--- src/rtl/avg_pkg.sv ---
// Shared sizing for the AverageAndMedian filter chain (median wrapper and boxcar stage).
package avg_pkg;

   localparam int WIDTH_DEFAULT    = 16;
   localparam int LOG2_LEN_DEFAULT = 3;

   // Running sum needs LOG2_LEN guard bits so N full-scale samples never overflow.
   function automatic int sum_width(input int width, input int log2_len);
      return width + log2_len;
   endfunction

endpackage

--- src/rtl/sample_ring.sv ---
// Circular store of the last N accepted samples; exposes the entry about to be overwritten.
module sample_ring
   import avg_pkg::*;
#(
   parameter int WIDTH    = WIDTH_DEFAULT,
   parameter int LOG2_LEN = LOG2_LEN_DEFAULT
) (
   input  logic             Clk,
   input  logic             Reset,
   input  logic             write_en,
   input  logic [WIDTH-1:0] write_data,
   output logic [WIDTH-1:0] oldest
);

   localparam int N = 1 << LOG2_LEN;

   logic [WIDTH-1:0]    ring [N];
   logic [LOG2_LEN-1:0] wr_ptr;

   // The pointer is exactly LOG2_LEN bits, so N-1 -> 0 wraps for free.
   always_ff @(posedge Clk) begin
      if (Reset) begin
         wr_ptr <= '0;
         for (int i = 0; i < N; i++) ring[i] <= '0;
      end else if (write_en) begin
         ring[wr_ptr] <= write_data;
         wr_ptr       <= wr_ptr + LOG2_LEN'(1);
      end
   end

   assign oldest = ring[wr_ptr];

endmodule

--- src/rtl/moving_average_filter.sv ---
// Boxcar filter over the last 2^LOG2_LEN accepted samples, using a running sum and a sample ring.
module moving_average_filter
   import avg_pkg::*;
#(
   parameter int WIDTH    = WIDTH_DEFAULT,
   parameter int LOG2_LEN = LOG2_LEN_DEFAULT
) (
   input  logic                    Clk,
   input  logic                    Reset,
   input  logic                    InValid,
   input  logic signed [WIDTH-1:0] Input,
   output logic signed [WIDTH-1:0] Output,
   output logic                    OutValid,
   output logic                    Filled
);

   localparam int SW = sum_width(WIDTH, LOG2_LEN);
   localparam logic [LOG2_LEN:0] FULL = {1'b1, {LOG2_LEN{1'b0}}};

   // InValid is a valid-only qualifier with no backpressure: each high cycle consumes one
   // sample; OutValid pulses once per consumed sample, one cycle after its sum update.

   logic signed [SW-1:0] sum;
   logic signed [SW-1:0] in_ext;
   logic signed [SW-1:0] old_ext;
   logic [WIDTH-1:0]     oldest;
   logic [LOG2_LEN:0]    fill_count;
   logic                 accept_d;

   sample_ring #(
      .WIDTH    (WIDTH),
      .LOG2_LEN (LOG2_LEN)
   ) u_ring (
      .Clk        (Clk),
      .Reset      (Reset),
      .write_en   (InValid),
      .write_data (Input),
      .oldest     (oldest)
   );

   assign in_ext  = {{LOG2_LEN{Input[WIDTH-1]}}, Input};
   assign old_ext = {{LOG2_LEN{oldest[WIDTH-1]}}, oldest};

   always_ff @(posedge Clk) begin
      if (Reset) begin
         sum        <= '0;
         fill_count <= '0;
         accept_d   <= 1'b0;
      end else begin
         accept_d <= InValid;
         if (InValid) begin
            sum <= sum + in_ext - old_ext;
            if (fill_count != FULL) fill_count <= fill_count + (LOG2_LEN+1)'(1);
         end
      end
   end

   // Arithmetic shift floors toward -infinity; the quotient always fits WIDTH.
   always_ff @(posedge Clk) begin
      if (Reset) begin
         Output   <= '0;
         OutValid <= 1'b0;
      end else begin
         OutValid <= accept_d;
         if (accept_d) Output <= WIDTH'(sum >>> LOG2_LEN);
      end
   end

   assign Filled = (fill_count == FULL);

endmodule

--- config.mk ---
export PLATFORM = sky130hd
export DESIGN_NAME = moving_average_filter
export DESIGN_NICKNAME = d
export VERILOG_FILES = /design/src/rtl/avg_pkg.sv /design/src/rtl/sample_ring.sv /design/src/rtl/moving_average_filter.sv
export SDC_FILE = /design/constraint.sdc
export NUM_CORES = 1
export LEC_CHECK = 0
export CAP_MARGIN = 20
export CORE_MARGIN = 5
export CORE_UTILIZATION = 54
export DETAILED_ROUTE_END_ITERATION = 10
export DONT_BUFFER_PORTS = 1
export PLACE_DENSITY = 0.69
export REMOVE_ABC_BUFFERS = 1
export SETUP_SLACK_MARGIN = 0.15
export SYNTH_ARGS = -nofsm -noshare
export SYNTH_HDL_FRONTEND = slang
export SYNTH_HIERARCHICAL = 1
export SYNTH_SLANG_ARGS = --single-unit
--- constraint.sdc ---
create_clock -name Clk -period 5.36 [get_ports Clk]
set_input_delay 1.072 -clock Clk [delete_from_list [all_inputs] [get_ports Clk]]
set_output_delay 1.072 -clock Clk [all_outputs]
set_load 0.01 [all_outputs]
==> qor.yml <==
final_layout:
  area_growth_pct: 8.532
  layout.cells.non_filler: 992
  n_fill_cell: 1280
  num_antenna_cells: 0
  layout-drive-gt1-share_pct: 11.27
  fin_nets: 819
power:
  switching_share_pct: 34.05
  power.share.clock_pct: 29.9
  power.leakage_uw: 0.003779
  p_sw_uw: 1462
  p_comb_share_pct: 31.9
  powerDensity_nw_per_um2: 430.4
  seqPwrFrac_pct: 38.2
  intPower_uw: 2833
  vdd_drop_max_mv: 0.2722
critical_path:
  start_kind: "flip-flop"
  path_class: "flip-flop to flip-flop"
  required_ns: 5.69
  endpoint_kind: "flip-flop"
  crit_path_max_fanout: 18
  arrival_ns: 4.59
die:
  fp-row-count: 47
  die_w_um: 140.5
  die_h_um: 140.5
  ios: 37
  die_area_um2: 19740
  initial_core_util_pct: 55.25
  design.core.area_um2: 16640
clocking:
  clockRootBuffer: "clkbuf_16"
  clkSinkCount: 175
  htree_levels: 4
  cts_setup_buffers: 0
  cts_tree: "done"
  path_clk_slew_ns: 0.07
  worstSkewPairLatency_ns: 0.44
  numCtsBuffers: 17
  postCtsHoldBufs: 0
  clk_path_buf_depth: 2
  cts-resized-gates: 0
flow_run:
  max-cap-violations: 0
route:
  first_iter_violations: 535
  ant_nets: 0
  num_vias: 6044
  drc: 0
  wl_per_cell_um: 20.59
  wirelength_mm: 20.43
  avgViaCountPerCell: 6.093
  drt_pass1_iterations: 5
timing:
  tns_ns: 0
  finalCriticalPeriod_ns: 4.263
  maxSlewHeadroom_pct: 38.28
  whs_ns: 0.4949
  fin_crit_sh_pct: 79.53
  worstMarginPinSlew_ns: 0.9245
  rsz0062_at_grt: "no"
  clock_skew_ns: 0.008945
  drv_slew: 0
  hold_viol: 0
  fmax_mhz: 234.6
  setup-violations-final: 0
placement:
  gp_congestion: 0.8729
  dp.final_hpwl_mm: 13.32
  port_buffers: 0
  dp_cells: 960
grt:
  grt_max_degree: 70
  grt_pass1_wl_mm: 32.26
  overflow: 0
  gr-usage-all-layers_pct: 21.02
  grt_pass1_vias: 6059
  antenna_found_initial: 0
logic_synthesis:
  syn-instance-count: 777
  async_flop_share_pct: 0
  yosys_warnings: 6
  synth_sequential_area_ratio_pct: 52.03
  synth_flop_cell: "edfxtp_1"
  syn_area_um2: 9195
  synth-seq-cells: 175
  synth.distinct_cells: 61
  synth-edff-count: 128
  postSynthAreaPerCell_um2: 11.83
hold_path:
  hp-class: "flip-flop to flip-flop"
run_status:
  outcome: "finished, final reports clean"
worst max-delay path, cell delays in order (launching register included):
cell and delay (ns):
dfxtp_1 0.72, buf_4 0.39, mux4_1 0.34, mux2_2 0.30, fa_1 0.48, inv_1 0.05
ha_1 0.41, a21oi_1 0.33, o21bai_4 0.11, or4_4 0.52, nor3_2 0.14, a311oi_2 0.06
mux2_4 0.30
through the flow:
stage,area [um^2],worst slack [ns],utilization [%],power (uW)
after detailed placement,9363,1.103,56.26,3018
after floorplan,8925,0.8458,-,2710
after CTS,9980,1.074,59.97,4300
final,9980,1.097,59.97,4295
after global placement,9363,1.189,56.26,2971
after global routing,9980,0.9652,59.97,4535
sequential cells by signal, indices dropped and copies added, names as in the netlist, named ones only:
register,count
OutValid,1
Output,16
accept_d,1
fill_count,4
sum,19
u_ring/ring,128
u_ring/wr_ptr,3
cells in the mapped netlist (3+ instances only):
| library cell | instances | area (um^2) |
|---|---|---|
| nand3b_1 | 6 | 45.04 |
| edfxtp_1 | 128 | 3844 |
| o21bai_1 | 8 | 60.06 |
| or3_1 | 6 | 37.54 |
| o311ai_0 | 3 | 26.28 |
| nand2_1 | 26 | 97.59 |
| inv_1 | 77 | 289.0 |
| nand4_1 | 7 | 43.79 |
| o21ai_0 | 9 | 45.04 |
| clkbuf_1 | 34 | 127.6 |
| nand3_1 | 8 | 40.04 |
| xnor2_1 | 5 | 43.79 |
| buf_1 | 9 | 33.78 |
| fa_1 | 18 | 360.4 |
| nor2b_1 | 3 | 18.77 |
| mux2i_1 | 25 | 250.2 |
| nor2_1 | 39 | 146.4 |
| ha_1 | 23 | 287.8 |
| or3b_2 | 3 | 26.28 |
| a21o_1 | 7 | 52.55 |
| mux4_1 | 28 | 735.7 |
| buf_6 | 5 | 56.30 |
| a211oi_1 | 3 | 22.52 |
| dfxtp_1 | 47 | 940.9 |
| buf_2 | 8 | 40.04 |
| and3_1 | 3 | 18.77 |
| xor2_1 | 5 | 43.79 |
| nor3_1 | 133 | 665.6 |
| clkinv_1 | 16 | 60.06 |
| mux2_2 | 16 | 180.2 |
| mux4_2 | 4 | 90.09 |
| a21oi_1 | 25 | 125.1 |
| nand2b_1 | 4 | 25.02 |
placed cells by master, fill, tap and decap left out, types with 3 or more instances in the layout:
cell	netlist	routed
a211oi_1	3	3
a21o_1	7	7
a21oi_1	25	25
and3_1	3	3
buf_4	1	21
clkbuf_16	0	17
clkinv_1	16	16
dfxtp_1	47	47
edfxtp_1	128	128
fa_1	18	18
ha_1	23	23
inv_1	77	77
inv_6	0	6
inv_8	0	3
mux2_2	16	16
mux2i_1	25	25
mux4_1	28	28
mux4_2	4	4
nand2_1	26	25
nand2b_1	4	3
nand3_1	8	8
nand3b_1	6	6
nand4_1	7	7
nor2_1	39	39
nor2b_1	3	3
nor3_1	133	133
o21ai_0	9	9
o21bai_1	8	8
o311ai_0	3	3
or3_1	6	6
or3b_2	3	3
xnor2_1	5	5
xor2_1	5	5
final cells by class:
cell class	count	area [um^2]	area share (%)
repair buffers	21	157.7	1.580
well taps	220	275.3	2.758
multi-input cells	451	3796	38.04
clock inverters	15	191.4	1.918
inverters	93	349.1	3.498
flip-flops and latches	175	4785	47.94
clock buffers	17	425.4	4.263
final timing paths:
check                 start      end  slack [ns]  cells past startpoint
hold reg to reg      sum[8]   sum[8]        0.49                      2
setup / recovery  flip-flop  sum[18]        1.10                     12
setup reg to reg  flip-flop  sum[18]        1.10                     12
hold / removal       sum[8]   sum[8]        0.49                      2
per-layer routing:
layer  vias up  track usage (%)  wire length, um
li1       2795                -                -
met1      3011            27.23             8415
met2       205            35.66            10310
met3        33            4.397             1344
met4         0            6.578              354
met5         -                0                0
cells by family after synthesis:
family / after synthesis / synth area share [%]
compound gates: 77 / 5.770
fa+ha+maj: 41 / 7.049
simple gates: 249 / 13.63
xor+xnor: 10 / 0.9525
buf+inv: 151 / 6.736
mux: 74 / 13.83
flops: 175 / 52.03
power groups by stage:
stage	registers (uW)	logic (uW)	clock network [uW]
after floorplan	1650	1060	0
after global placement	1670	1310	0
after detailed placement	1680	1340	0
after CTS	1650	1360	1300
after global routing	1660	1530	1350
final	1640	1370	1280
No activity file was read; power rests on OpenSTA's default activity.
